$ cat config.mk
export PLATFORM = sky130hd
export DESIGN_NAME = data_memory_arbiter
export DESIGN_NICKNAME = d
export VERILOG_FILES = /design/src/rtl/data_memory_arbiter.sv
export SDC_FILE = /design/constraint.sdc
export NUM_CORES = 1
export LEC_CHECK = 0
export BUFFER_PORTS_ARGS = -buffer_cell sky130_fd_sc_hd__buf_2
export CAP_MARGIN = 20
export CORE_ASPECT_RATIO = 0.7
export CORE_UTILIZATION = 48
export CTS_CLUSTER_DIAMETER = 60
export DETAILED_ROUTE_END_ITERATION = 6
export GPL_TIMING_DRIVEN = 0
export PLACE_DENSITY = 0.81
export SLEW_MARGIN = 40
export SYNTH_ARGS = -nofsm -noshare
export SYNTH_HDL_FRONTEND = slang
export SYNTH_SLANG_ARGS = --single-unit
$ cat constraint.sdc
create_clock -name clock -period 2.45 [get_ports clock]
set_input_delay 0.245 -clock clock [delete_from_list [all_inputs] [get_ports clock]]
set_output_delay 0.245 -clock clock [all_outputs]
set_load 0.01 [all_outputs]
$ cat src/rtl/data_memory_arbiter.sv
// rtl/data_memory_arbiter.sv - two-port arbiter and RV32 access sequencer for the data memory
module data_memory_arbiter #(
    parameter int ADDR_WIDTH     = 16,
    parameter bit FIXED_PRIORITY = 1'b0
) (
    input  logic                  clock,
    input  logic                  reset,
    input  logic                  p0_request,
    input  logic                  p0_write,
    input  logic [2:0]            p0_funct3,
    input  logic [31:0]           p0_address,
    input  logic [31:0]           p0_wdata,
    output logic                  p0_grant,
    output logic                  p0_done,
    output logic                  p0_error,
    output logic [31:0]           p0_rdata,
    input  logic                  p1_request,
    input  logic                  p1_write,
    input  logic [2:0]            p1_funct3,
    input  logic [31:0]           p1_address,
    input  logic [31:0]           p1_wdata,
    output logic                  p1_grant,
    output logic                  p1_done,
    output logic                  p1_error,
    output logic [31:0]           p1_rdata,
    output logic [ADDR_WIDTH-3:0] mem_address,
    output logic [3:0]            mem_byteena,
    output logic [31:0]           mem_data,
    output logic                  mem_rden,
    output logic                  mem_wren,
    input  logic [31:0]           mem_q
);

    typedef enum logic [1:0] {S_IDLE, S_ISSUE, S_WAIT, S_RESP} state_t;

    state_t                r_state;
    state_t                w_next_state;
    logic                  r_last_grant;
    logic                  r_owner;
    logic                  r_write;
    logic                  r_error;
    logic [2:0]            r_funct3;
    logic [1:0]            r_offset;
    logic [ADDR_WIDTH-3:0] r_mem_address;
    logic [3:0]            r_mem_byteena;
    logic [31:0]           r_mem_data;
    logic                  r_mem_rden;
    logic                  r_mem_wren;
    logic [31:0]           r_p0_rdata;
    logic [31:0]           r_p1_rdata;

    logic                  w_any;
    logic                  w_sel;
    logic                  w_write;
    logic                  w_illegal;
    logic [2:0]            w_funct3;
    logic [31:0]           w_address;
    logic [31:0]           w_wdata;
    logic [3:0]            w_be_base;
    logic [31:0]           w_shifted;
    logic [31:0]           w_load;

    assign w_any = p0_request | p1_request;

    // On a tie the port that was not served last wins, unless port 0 has fixed priority.
    always_comb begin
        w_sel = p1_request;
        if (p0_request && p1_request) begin
            w_sel = FIXED_PRIORITY ? 1'b0 : ~r_last_grant;
        end
    end

    assign w_write   = w_sel ? p1_write   : p0_write;
    assign w_funct3  = w_sel ? p1_funct3  : p0_funct3;
    assign w_address = w_sel ? p1_address : p0_address;
    assign w_wdata   = w_sel ? p1_wdata   : p0_wdata;

    always_comb begin
        w_illegal = 1'b0;
        case (w_funct3)
            3'b001, 3'b101:         w_illegal = w_address[0];
            3'b010:                 w_illegal = |w_address[1:0];
            3'b011, 3'b110, 3'b111: w_illegal = 1'b1;
            default:                w_illegal = 1'b0;
        endcase
        if (w_write && w_funct3[2]) begin
            w_illegal = 1'b1;
        end
        if ((w_address >> ADDR_WIDTH) != 32'd0) begin
            w_illegal = 1'b1;
        end
    end

    always_comb begin
        case (w_funct3[1:0])
            2'b00:   w_be_base = 4'b0001;
            2'b01:   w_be_base = 4'b0011;
            default: w_be_base = 4'b1111;
        endcase
    end

    assign w_shifted = mem_q >> {r_offset, 3'b000};

    always_comb begin
        case (r_funct3)
            3'b000:  w_load = {{24{w_shifted[7]}}, w_shifted[7:0]};
            3'b001:  w_load = {{16{w_shifted[15]}}, w_shifted[15:0]};
            3'b100:  w_load = {24'd0, w_shifted[7:0]};
            3'b101:  w_load = {16'd0, w_shifted[15:0]};
            default: w_load = w_shifted;
        endcase
    end

    always_ff @(posedge clock) begin
        if (reset) begin
            r_state <= S_IDLE;
        end else begin
            r_state <= w_next_state;
        end
    end

    always_comb begin
        w_next_state = r_state;
        case (r_state)
            S_IDLE:  if (w_any) w_next_state = w_illegal ? S_RESP : S_ISSUE;
            S_ISSUE: w_next_state = r_write ? S_RESP : S_WAIT;
            S_WAIT:  w_next_state = S_RESP;
            S_RESP:  w_next_state = S_IDLE;
            default: w_next_state = S_IDLE;
        endcase
    end

    // Strobes are registered so they are high for exactly the ISSUE cycle; the
    // address/enable/data registers only reload on a legal capture.
    always_ff @(posedge clock) begin
        if (reset) begin
            r_last_grant  <= 1'b1;
            r_owner       <= 1'b0;
            r_write       <= 1'b0;
            r_error       <= 1'b0;
            r_funct3      <= 3'd0;
            r_offset      <= 2'd0;
            r_mem_address <= '0;
            r_mem_byteena <= 4'd0;
            r_mem_data    <= 32'd0;
            r_mem_rden    <= 1'b0;
            r_mem_wren    <= 1'b0;
            r_p0_rdata    <= 32'd0;
            r_p1_rdata    <= 32'd0;
        end else begin
            r_mem_rden <= 1'b0;
            r_mem_wren <= 1'b0;
            if (r_state == S_IDLE && w_any) begin
                r_owner      <= w_sel;
                r_last_grant <= w_sel;
                r_write      <= w_write;
                r_funct3     <= w_funct3;
                r_offset     <= w_address[1:0];
                r_error      <= w_illegal;
                if (!w_illegal) begin
                    r_mem_address <= w_address[ADDR_WIDTH-1:2];
                    r_mem_byteena <= w_be_base << w_address[1:0];
                    r_mem_data    <= w_wdata << {w_address[1:0], 3'b000};
                    r_mem_rden    <= ~w_write;
                    r_mem_wren    <= w_write;
                end
            end
            if (r_state == S_WAIT) begin
                if (r_owner) begin
                    r_p1_rdata <= w_load;
                end else begin
                    r_p0_rdata <= w_load;
                end
            end
        end
    end

    assign p0_grant    = !reset && (r_state == S_IDLE) && w_any && !w_sel;
    assign p1_grant    = !reset && (r_state == S_IDLE) && w_any && w_sel;
    assign p0_done     = !reset && (r_state == S_RESP) && !r_owner;
    assign p1_done     = !reset && (r_state == S_RESP) && r_owner;
    assign p0_error    = p0_done && r_error;
    assign p1_error    = p1_done && r_error;
    assign p0_rdata    = r_p0_rdata;
    assign p1_rdata    = r_p1_rdata;
    assign mem_address = r_mem_address;
    assign mem_byteena = r_mem_byteena;
    assign mem_data    = r_mem_data;
    assign mem_rden    = r_mem_rden;
    assign mem_wren    = r_mem_wren;

endmodule
After elaboration in Yosys (flattened, before gate mapping). Index checks and enable logic that the tools add are counted. Widths: inputs -> output; s select.

Output and inout port bits: 122. Word-level logic and storage cells: 77. Register bits after elaboration: 127. Bits of input ports: 172.

Bitwise logic cells: 6. Mux-type cells: 14. Shift-type cells: 3. Eq/ne operators: 14. Reduce and logical (&&, ||, !) cells: 26.

Operators by type and width (count): $pmux 32 s4 (1); $mux 32 (2); $reduce_bool 32->1 (1); $shl 32x5->32 (1); $shr 32x5->32 (1); $eq 3x3->1 const B (5); $logic_and 1x1->1 (12); $pmux 2 s4 (1); $pmux 4 s2 (1); $eq 3x1->1 const B (2); $eq 3x2->1 const B (2); $reduce_and 2->1 (3); $reduce_or 3->1 (2); $mux 1 (5); $not 1->1 (5); $eq 2x1->1 const B (2); $eq 2x2->1 const B (2); $logic_not 2->1 (2); $mux 2 (2); $reduce_or 2->1 (2); $shl 4x2->4 (1); $logic_not 1->1 (3); $logic_not 3->1 (1); $mux 3 (1); 3 further kinds (3).

Longest topological paths before layout. Gate-level depths: netlist of the first run.

Depth after elaboration: 11. Mapped depth: 9. Gate-level depth less buffers: 6.

Worst setup path before layout of the first run. Ideal clock, no wire load.

Path type: reg2reg. Start point: register r_state[0]. End point: register r_mem_data[28], in the netlist mem_data[28]. Setup slack: 0.652 ns. Arrival: 1.707 ns. Period minus slack after synthesis: 1.798 ns. Library setup time: 0.091 ns. Stages on the path, launching flop included: 9. Cell sequence: dfxtp_1 inv_1 ha_1 clkbuf_1 o21a_1 clkbuf_1 clkbuf_1 a31oi_1 a311oi_1.

Longest elaborated chain between the ends: 3.

RTL lines: from (decl) (RTL line 36) `state_t r_state;`; from (signal assigned) (RTL line 118) `r_state <= w_next_state;`; $logic_not 2->1 (RTL line 153) `if (r_state == S_IDLE && w_any) begin`; $logic_and 1x1->1 (RTL line 153); $reduce_and 2->1 (no line); to (signal assigned) (RTL line 163) `r_mem_data <= w_wdata << {w_address[1:0], 3'b000};`; to (decl) (RTL line 46) `logic [31:0] r_mem_data;`.

Every way passes these cells. A chain may end at the register's enable or synchronous reset.

Final worst setup path of the first run.
Start point: register r_last_grant. End point: register r_mem_data[16], in the netlist mem_data[16].

Longest elaborated chain between the ends: 10.

RTL lines: from (decl) (RTL line 38) `logic r_last_grant;`; from (signal assigned) (RTL line 155) `r_last_grant <= w_sel;`; $not 1->1 * (RTL line 69) `w_sel = FIXED_PRIORITY ? 1'b0 : ~r_last_grant;`; $mux 1 * (RTL line 68) `if (p0_request && p1_request) begin`; $mux 3 (RTL line 74) `assign w_funct3 = w_sel ? p1_funct3 : p0_funct3;`; $eq 3x2->1 (tied with other cells) (RTL line 80) `case (w_funct3)`; $reduce_or 3->1 / $reduce_or 2->1 (equally long branches) (RTL line 80); $pmux 1 s3 (RTL line 80); $mux 1 (RTL line 86) `if (w_write && w_funct3[2]) begin`; $mux 1 (RTL line 89) `if ((w_address >> ADDR_WIDTH) != 32'd0) begin`; $not 1->1 (no line); $reduce_and 2->1 (no line).

Every way passes the cells marked *; elsewhere a longest branch is shown, timed or not.

==> results.json, run 1 <==
{
  "fin_cells": 1239,
  "gp_congestion": 0.989,
  "p_leak_uw": 0.00388,
  "cts_root_buf": "clkbuf_16",
  "hold-worst-slack_ns": 0.149,
  "yosys_most_used_dff": "dfxtp_1",
  "max_freq_mhz": 444,
  "cts_tree": "built",
  "yosys.area_share.simple": 0.133,
  "cts_buffer_depth": 2,
  "yosysWarnings": 0,
  "post-place-cells": 1207,
  "nNetsFinal": 1217,
  "synth_xor_area_frac": 0,
  "timing.max_cap.violations": 0,
  "clk_latency_ns": 0.42,
  "core_um2": 13200,
  "clock_skew_ns": 0.0190,
  "syn_inst": 730,
  "wire_per_inst_um": 19.0,
  "num_rows": 35,
  "swShare": 0.377,
  "antenna_found_initial": 0,
  "cts_max_level": 4,
  "fp.dieArea_um2": 14100,
  "async_flop_share": 0,
  "synth_edf_count": 0,
  "r2r_slack_ns": 0.20,
  "ys_top_cells_by_area": "dfxtp_1 39%, mux2i_1 12%, a211oi_1 6.5%",
  "yosys-mux-area-fraction": 0.153,
  "hp-class": "in2reg",
  "vias_per_cell": 5.86,
  "setup_violations": 0,
  "irDropWorstVdd_mv": 0.579,
  "max_slew.worst_pin.slew_ns": 0.799,
  "avgSynthCellArea_um2": 8.92,
  "wirelength_um": 23600,
  "path_clk_slew_ns": 0.06,
  "fin_setup_tns_ns": 0,
  "yosysMostFrequentCell": "dfxtp_1",
  "relSlewSlack": 0.452,
  "crit_path_start": "r_last_grant$_SDFFE_PP1P_",
  "ant_nets": 0,
  "synthAdderAreaFrac": 0.00768,
  "yosysTopAreaCell": "dfxtp_1",
  "cts.sinks": 127,
  "grt_max_degree": 17,
  "hold_depth": 3,
  "vias": 7261,
  "hp-start": "p0_wdata[4]",
  "comb_power_share": 0.367,
  "area_growth_pct": 35.2,
  "period_share": 0.919,
  "netlist_area_um2": 6510,
  "start_kind": "register",
  "outcome": "finished, final reports clean",
  "io_pins": 294,
  "final_area_um2": 8810,
  "r2r-start": "r_last_grant$_SDFFE_PP1P_",
  "power.density_nw_per_um2": 927,
  "synth_compound_area_frac": 0.260,
  "worstPathMaxFanout": 19,
  "groute.usage.overall": 0.331,
  "required_ns": 2.79,
  "dr.pass1.iters": 5,
  "antenna_cells": 0,
  "cts-buffers-inserted": 17,
  "initial_utilization": 0.494,
  "synthTopCellsByCount": "127 x dfxtp_1, 80 x nand2_1, 76 x mux2i_1",
  "drive_gt1_frac": 0.365,
  "synth_nets": 906,
  "min_period_ns": 2.25,
  "worstSetupPathType": "reg2reg",
  "grt_pass1_wl_um": 35500,
  "placed_area_um2": 8210,
  "synth-seq-cells": 127,
  "final_hold_viol_count": 0,
  "rr_endpoint": "mem_data[16]$_SDFFE_PP0P_",
  "p_int_uw": 5090,
  "crit_path_end_kind": "register",
  "die_h_um": 99.5,
  "final-max-slew-violation-count": 0,
  "clkPwrFrac": 0.314,
  "p_sw_uw": 3080,
  "fp.dieW_um": 141,
  "drt-initial-drc-count": 542,
  "critPathArrivalTime_ns": 2.59,
  "seqPwrFrac": 0.319,
  "ys_seq_area_frac": 0.390,
  "post-route-util": 0.668,
  "grt-ovfl-total": 0,
  "portBuffers": 292,
  "synth_cell_types": 48,
  "reg2regPathDepth": 7,
  "endpoint": "mem_data[16]$_SDFFE_PP0P_",
  "grt_pass1_vias": 6600,
  "hpwl_um": 18100,
  "synth_top_family_by_area": "compound AO/OA/AOI/OAI gates",
  "rsz0062_at_grt": "no",
  "yosysTopAreaCellShare": 0.390,
  "drcViolationCount": 0
}
==> worst min path at each step <==
| stage | end | slack [ns] |
|---|---|---|
| global route | mem_data[4]$_SDFFE_PP0P_ | 0.17 |
| finish | mem_data[4]$_SDFFE_PP0P_ | 0.15 |
| global placement | mem_data[29]$_SDFFE_PP0P_ | 0.44 |
| CTS | mem_data[5]$_SDFFE_PP0P_ | 0.14 |
| detailed placement | mem_data[5]$_SDFFE_PP0P_ | 0.45 |
| floorplan | mem_data[0]$_SDFFE_PP0P_ | 0.42 |
==> power groups by stage <==
stage | sequential (uW) | combinational [uW] | clock (uW)
3_3_place_gp | 2630 | 2870 | 0
4_1_cts | 2600 | 2930 | 2570
5_1_grt | 2640 | 3230 | 2670
2_1_floorplan | 2730 | 1790 | 0
3_5_place_dp | 2640 | 2900 | 0
6_report | 2610 | 3000 | 2560
==> cells by family (layout without fill, tap and decap cells) <==
family / after synthesis / count (layout)
muxes: 96 / 96
DFF: 127 / 127
AOI/OAI and AO/OA: 236 / 236
buffers and inverters: 74 / 398
and+or+nand+nor: 193 / 193
adders and majority gates: 4 / 4
==> critical path, stage by stage, from the launching register on <==
cell and delay, ns:
dfxtp_1 0.34, a21boi_4 0.26, buf_4 0.33, mux2i_1 0.25
buf_2 0.27, nand2_1 0.29, a2bb2oi_1 0.25, o2bb2ai_1 0.19
==> through the flow <==
| stage | setup slack (ns) | power [uW] |
|---|---|---|
| 2_1_floorplan | 0.652 | 4530 |
| 3_3_place_gp | 0.156 | 5500 |
| 3_5_place_dp | 0.122 | 5540 |
| 4_1_cts | 0.0189 | 8110 |
| 5_1_grt | 0.00247 | 8540 |
| 6_report | 0.199 | 8170 |
==> final cells by class <==
type | instances | area (um^2)
fillers | 1113 | 4370
multi-input cells | 529 | 3610
flip-flops and latches | 127 | 2540
repair buffers | 293 | 1470
clock buffers | 19 | 443
plain buffers | 71 | 353
well taps | 185 | 231
clock inverters | 13 | 150
inverters | 2 | 7.51
==> layout by cell type, fill, tap and decap left out, drive strengths merged, types with 2 or more instances in the layout <==
master    synthesis  routed
nand3             2       2
and3              3       3
a211oi           56      56
clkinv            0       2
clkbuf           35      54
o21ai            18      18
and2              4       4
o2bb2ai          18      18
ha                4       4
clkinvlp          0       2
a311oi           37      37
nor4              8       8
dfxtp           127     127
bufinv            0       2
a31oi            22      22
nand4             3       3
nor3              3       3
o21a              4       4
a21oi            47      47
nand2            80      80
o41ai             2       2
o22ai             3       3
mux2             18      18
a22o             13      13
o211ai            5       5
buf              37     329
inv               2       9
a2bb2oi           5       5
or2               2       2
mux2i            77      77
nor2b            22      22
nor2             62      62
==> flip-flops by register name, indices dropped and copies added, names as in the netlist, 2 cells and up <==
name	flops
mem_address	14
r_funct3	3
p1_rdata	32
mem_byteena	4
r_state	2
mem_data	32
r_offset	2
p0_rdata	32
==> what timing repair did <==
action	4_1_cts	5_1_grt
pin swaps	0	1
resized for setup	1	2
setup buffers	0	1
setup endpoints to repair	1	16
hold buffers	0	0
hold endpoints to repair	0	0
==> layer usage <==
layer / wire length [um] / track usage / vias up
met4: 544 / 0.105 / 0
met3: 2630 / 0.101 / 51
met5: 0 / 0 / -
met2: 9780 / 0.484 / 490
met1: 10600 / 0.463 / 3358
li1: - / - / 3362
(Power assumes the default switching activity.)
==> run 2, diff against run 1 <==
--- a/config.mk
+++ b/config.mk
@@ -8,11 +8,12 @@
 export BUFFER_PORTS_ARGS = -buffer_cell sky130_fd_sc_hd__buf_2
 export CAP_MARGIN = 20
 export CORE_ASPECT_RATIO = 0.7
-export CORE_UTILIZATION = 48
+export CORE_UTILIZATION = 51
 export CTS_CLUSTER_DIAMETER = 60
 export DETAILED_ROUTE_END_ITERATION = 6
 export GPL_TIMING_DRIVEN = 0
-export PLACE_DENSITY = 0.81
+export PLACE_DENSITY = 0.86
+export SETUP_SLACK_MARGIN = 0.3
 export SLEW_MARGIN = 40
 export SYNTH_ARGS = -nofsm -noshare
 export SYNTH_HDL_FRONTEND = slang
==> constraint.sdc (replaced) <==
create_clock -name clock -period 2.7 [get_ports clock]
set_input_delay 0.27 -clock clock [delete_from_list [all_inputs] [get_ports clock]]
set_output_delay 0.27 -clock clock [all_outputs]
set_load 0.01 [all_outputs]
==> results.json, run 2 (same netlist as run 1, synthesis figures left out) <==
{
  "outcome": "finished, final reports clean",
  "clock_skew_ns": 0.0116,
  "crit_slowest_cell": "dfxtp_1",
  "final_area_um2": 8830,
  "setup_violations": 0,
  "crit_family": "buffers and inverters",
  "antenna_found_initial": 0,
  "grt_pass1_wl_um": 35000,
  "period_share": 0.854,
  "cts-buffers-inserted": 17,
  "vias_per_cell": 6.08,
  "irDropWorstVdd_mv": 0.740,
  "initial_utilization": 0.524,
  "cts_max_level": 4,
  "required_ns": 2.43,
  "drcViolationCount": 0,
  "rr_endpoint": "p0_rdata[14]$_SDFFE_PP0P_",
  "wire_per_inst_um": 19.7,
  "fp.dieArea_um2": 13200,
  "r2r_slack_ns": 0.46,
  "placed_area_um2": 8180,
  "final_hold_viol_count": 0,
  "hpwl_um": 18200,
  "rsz0062_at_grt": "no",
  "num_rows": 34,
  "timing.max_cap.violations": 0,
  "most-common-layout-cells": "315 x buf_2, 127 x dfxtp_1, 80 x nand2_1",
  "max_slew.worst_pin.slew_ns": 0.773,
  "path_buf_inv": 4,
  "fillers": 1018,
  "multiInputGateArea_um2": 3610,
  "hold_depth": 3,
  "cp_common_cell": "buf_4",
  "grt_pass1_vias": 6601,
  "slowest_delay_ns": 0.34,
  "die_h_um": 96.6,
  "clk_latency_ns": 0.42,
  "use_met2": 0.529,
  "fin_setup_tns_ns": 0,
  "area_growth_pct": 35.5,
  "groute.usage.overall": 0.354,
  "post-place-cells": 1184,
  "p_leak_uw": 0.00391,
  "cts_buffer_depth": 2,
  "path_clk_slew_ns": 0.06,
  "max_freq_mhz": 433,
  "start_kind": "register",
  "portBuffers": 292,
  "grt-ovfl-total": 0,
  "whs_endpoint": "mem_data[5]$_SDFFE_PP0P_",
  "drt-initial-drc-count": 597,
  "min_period_ns": 2.31,
  "hp-start": "p1_wdata[5]",
  "drive_gt1_frac": 0.367,
  "dr.pass1.iters": 5,
  "io_pins": 294,
  "worstSetupPathType": "reg2out",
  "critPathArrivalTime_ns": 2.04,
  "cts_tree": "built",
  "cts.sinks": 127,
  "wirelength_um": 24000,
  "nNetsFinal": 1218,
  "final_common_cell": "buf_2",
  "vias": 7396,
  "relSlewSlack": 0.470,
  "path_depth": 7,
  "crit_path_cell_trace": "a21boi_4 -> buf_4 -> buf_4 -> buf_6 -> nand2_1 -> nor2_1 -> buf_2",
  "gp_congestion": 0.988,
  "grt_use_met3": 0.0918,
  "grt.busiest_layer": "met2",
  "hp-class": "in2reg",
  "seqCellArea_um2": 2540,
  "fp.dieW_um": 137,
  "final-max-slew-violation-count": 0,
  "ant_nets": 0,
  "worstPathMaxFanout": 10,
  "fin_cells": 1217,
  "power.density_nw_per_um2": 861,
  "cts_root_buf": "clkbuf_16",
  "crit_path_end_kind": "output pin",
  "r2r-start": "r_state[0]$_SDFFE_PP0P_",
  "antenna_cells": 0,
  "reg2regPathDepth": 7,
  "grt_max_degree": 17,
  "gr-usage-met1": 0.487,
  "core_um2": 12400
}
[run 2: cell count changes in the layout (fill, tap and decap cells not counted)]
cell and change:
buf_6 +1, bufinv_16 +2, clkbuf_1 -1, clkbuf_2 +1, clkbuf_8 -1, clkinv_4 +2
clkinvlp_4 -1, inv_6 -2
[run 2: metrics by stage]
stage	worst slack (ns)	hold WS (ns)	power (uW)	util
final	0.393	0.162	7600	0.711
after global routing	0.308	0.184	7970	0.711
after CTS	0.343	0.144	7520	0.710
after detailed placement	0.371	0.441	5040	0.658
after global placement	0.407	0.442	4990	0.658
after floorplan	0.902	0.445	4110	-
[run 2: layer usage]
metal,routed length (um),up-vias
met2,10000,487
met5,0,-
li1,-,3360
met1,10300,3471
met4,735,0
met3,2900,78
[run 2: layout make-up]
| class | count | share of cell area |
|---|---|---|
| buffer | 72 | 0.0414 |
| multi-input combinational | 529 | 0.409 |
| inverter | 2 | 0.000850 |
| clock inverter | 14 | 0.0230 |
| clock buffer | 18 | 0.0486 |
| tap | 162 | 0.0230 |
| timing repair buffer | 293 | 0.166 |
| sequential | 127 | 0.288 |
[run 2: what timing repair did]
| item | in CTS | in global routing |
|---|---|---|
| hold buffers | 0 | 0 |
| buffers inserted | 0 | 1 |
| pin swaps | 0 | 1 |
| endpoints found under the setup margin | 2 | 19 |
| gates resized for setup | 2 | 5 |
[run 2: where the power goes]
| group | switching (uW) | leakage (uW) | internal, uW | total, uW |
|---|---|---|---|---|
| Combinational | 1690 | 0.00257 | 1040 | 2730 |
| Clock | 937 | 0.000306 | 1560 | 2500 |
| Sequential | 193 | 0.00103 | 2180 | 2370 |
[run 2: worst max path at each step]
stage	startpoint	endpoint	slack [ns]
2_1_floorplan	r_state[0]$_SDFFE_PP0P_	mem_data[28]$_SDFFE_PP0P_	0.90
3_3_place_gp	p1_address[24]	mem_data[4]$_SDFFE_PP0P_	0.41
3_5_place_dp	r_state[1]$_SDFFE_PP0P_	mem_data[4]$_SDFFE_PP0P_	0.37
4_1_cts	r_state[1]$_SDFFE_PP0P_	mem_data[4]$_SDFFE_PP0P_	0.34
5_1_grt	r_last_grant$_SDFFE_PP1P_	p1_grant	0.31
6_report	r_last_grant$_SDFFE_PP1P_	p1_grant	0.39
[run 2: tightest hold or removal path, stage by stage]
cell and delay, ns:
buf_2 0.10, mux2i_1 0.06, o2bb2ai_1 0.11
==> run 3, diff against run 2 <==
--- a/config.mk
+++ b/config.mk
@@ -8,11 +8,11 @@
 export BUFFER_PORTS_ARGS = -buffer_cell sky130_fd_sc_hd__buf_2
 export CAP_MARGIN = 20
 export CORE_ASPECT_RATIO = 0.7
-export CORE_UTILIZATION = 51
+export CORE_UTILIZATION = 43
 export CTS_CLUSTER_DIAMETER = 60
 export DETAILED_ROUTE_END_ITERATION = 6
 export GPL_TIMING_DRIVEN = 0
-export PLACE_DENSITY = 0.86
+export PLACE_DENSITY = 0.77
 export SETUP_SLACK_MARGIN = 0.3
 export SLEW_MARGIN = 40
 export SYNTH_ARGS = -nofsm -noshare
==> constraint.sdc (replaced) <==
create_clock -name clock -period 2.1 [get_ports clock]
set_input_delay 0.21 -clock clock [delete_from_list [all_inputs] [get_ports clock]]
set_output_delay 0.21 -clock clock [all_outputs]
set_load 0.01 [all_outputs]
==> results.json, run 3 (same netlist as run 1, synthesis figures left out) <==
{
  "ant_nets": 0,
  "critPathArrivalTime_ns": 2.21,
  "swShare": 0.369,
  "hpwl_um": 19000,
  "grt_max_degree": 17,
  "cts_buffer_depth": 2,
  "clk_latency_ns": 0.43,
  "placed_area_um2": 8220,
  "core_um2": 14800,
  "cts_root_buf": "clkbuf_16",
  "rr_endpoint": "p1_rdata[23]$_SDFFE_PP0P_",
  "ctsHoldBuffers": 0,
  "outcome": "finished, final reports clean",
  "most-common-layout-cells": "301 x buf_2, 123 x dfxtp_1, 78 x nand2_1",
  "hp-class": "in2reg",
  "drt-initial-drc-count": 665,
  "wire_per_inst_um": 20.2,
  "final_hold_viol_count": 0,
  "cts_max_level": 4,
  "drive_gt1_frac": 0.473,
  "worstPathMaxFanout": 6,
  "irDropWorstVdd_mv": 0.639,
  "p_total_uw": 10900,
  "path_clk_slew_ns": 0.06,
  "p_int_uw": 6860,
  "num_rows": 37,
  "whs_endpoint": "mem_data[4]$_SDFFE_PP0P_",
  "groute.usage.overall": 0.316,
  "required_ns": 2.42,
  "grt-ovfl-total": 0,
  "gp_congestion": 0.982,
  "comb_power_share": 0.409,
  "r2r-start": "r_offset[1]$_SDFFE_PP0P_",
  "hp-start": "p0_wdata[4]",
  "die_h_um": 105,
  "cts.sinks": 127,
  "worstSetupPathType": "reg2reg",
  "fp.dieW_um": 149,
  "cts-buffers-inserted": 17,
  "crit_path_end_kind": "register",
  "grt_pass1_wl_um": 37300,
  "max_freq_mhz": 529,
  "vias_per_cell": 5.84,
  "start_kind": "register",
  "antenna_found_initial": 0,
  "portBuffers": 292,
  "seqPwrFrac": 0.282,
  "final-max-slew-violation-count": 0,
  "reg2regPathDepth": 7,
  "min_period_ns": 1.89,
  "initial_utilization": 0.441,
  "rsz0062_at_grt": "yes",
  "setup_violations": 0,
  "clkPwrFrac": 0.309,
  "wirelength_um": 26000,
  "relSlewSlack": 0.407,
  "max_slew.worst_pin.slew_ns": 0.889,
  "p_leak_uw": 0.00431,
  "grt_pass1_vias": 6773,
  "nNetsFinal": 1255,
  "vias": 7515,
  "drcViolationCount": 0,
  "r2r_slack_ns": 0.21,
  "fin_setup_tns_ns": 0,
  "cts_tree": "built",
  "dr.pass1.iters": 5,
  "period_share": 0.899,
  "final_common_cell": "buf_2",
  "antenna_cells": 0,
  "area_growth_pct": 51.2,
  "power.density_nw_per_um2": 1100,
  "clock_skew_ns": 0.00952,
  "io_pins": 294,
  "timing.max_cap.violations": 0,
  "hold_depth": 3,
  "final_area_um2": 9850,
  "fp.dieArea_um2": 15700,
  "p_sw_uw": 4000
}
-- run 3: final cells by class --
class                           instances  area (um^2)
Fill cell                            1205         4910
Multi-Input combinational cell        529         4040
Sequential cell                       127         2550
Timing Repair Buffer                  330         1800
Buffer                                 72          553
Clock buffer                           18          439
Tap cell                              195          244
Clock inverter                         14          228
Inverter                                2         7.51
-- run 3: power by group through the flow --
stage | Combinational, uW | Clock [uW] | Sequential (uW)
after floorplan | 2090 | 0 | 3190
after global placement | 3390 | 0 | 3070
after detailed placement | 3420 | 0 | 3080
after CTS | 3680 | 3360 | 3040
after global routing | 4760 | 3460 | 3100
final | 4440 | 3360 | 3060
-- run 3: through the flow --
stage	setup WS, ns	std cells	util	hold slack [ns]
after global placement	-0.239	1217	0.557	0.440
final	0.211	1287	0.667	0.103
after detailed placement	-0.280	1217	0.557	0.441
after floorplan	0.302	730	-	0.385
after CTS	0.221	1261	0.623	0.0961
after global routing	0.161	1287	0.667	0.0958
-- run 3: worst max-delay path: stages, from the launching register on --
cell and delay (ns):
dfxtp_2 0.31, buf_6 0.12, mux4_2 0.36, mux2i_1 0.08
or3_4 0.39, buf_8 0.15, clkbuf_16 0.15, a311oi_1 0.23
-- run 3: worst max path at each step --
stage                                          from                   endpoint  slack [ns]  depth (start not counted)
after global placement      r_state[1]$_SDFFE_PP0P_   mem_data[3]$_SDFFE_PP0P_       -0.24                          7
after CTS                 r_last_grant$_SDFFE_PP1P_                   p1_grant        0.22                          7
final                      r_offset[1]$_SDFFE_PP0P_  p1_rdata[23]$_SDFFE_PP0P_        0.21                          7
after floorplan             r_state[0]$_SDFFE_PP0P_  mem_data[28]$_SDFFE_PP0P_        0.30                          8
after detailed placement    r_state[0]$_SDFFE_PP0P_   mem_data[5]$_SDFFE_PP0P_       -0.28                          7
after global routing       r_funct3[0]$_SDFFE_PP0P_  p0_rdata[12]$_SDFFE_PP0P_        0.16                          5
-- run 3: metal layers --
layer,global-route usage,vias up,routed length [um]
met1,0.438,3503,11600
li1,-,3461,-
met3,0.101,54,2730
met5,0,-,0
met4,0.103,0,518
met2,0.460,497,11200
-- run 3: timing repair --
item / 4_1_cts / 5_1_grt
pin swaps: 3 / 10
gates cloned: 0 / 2
setup endpoints to repair: 128 / 119
resized for setup: 71 / 108
setup buffers: 12 / 24
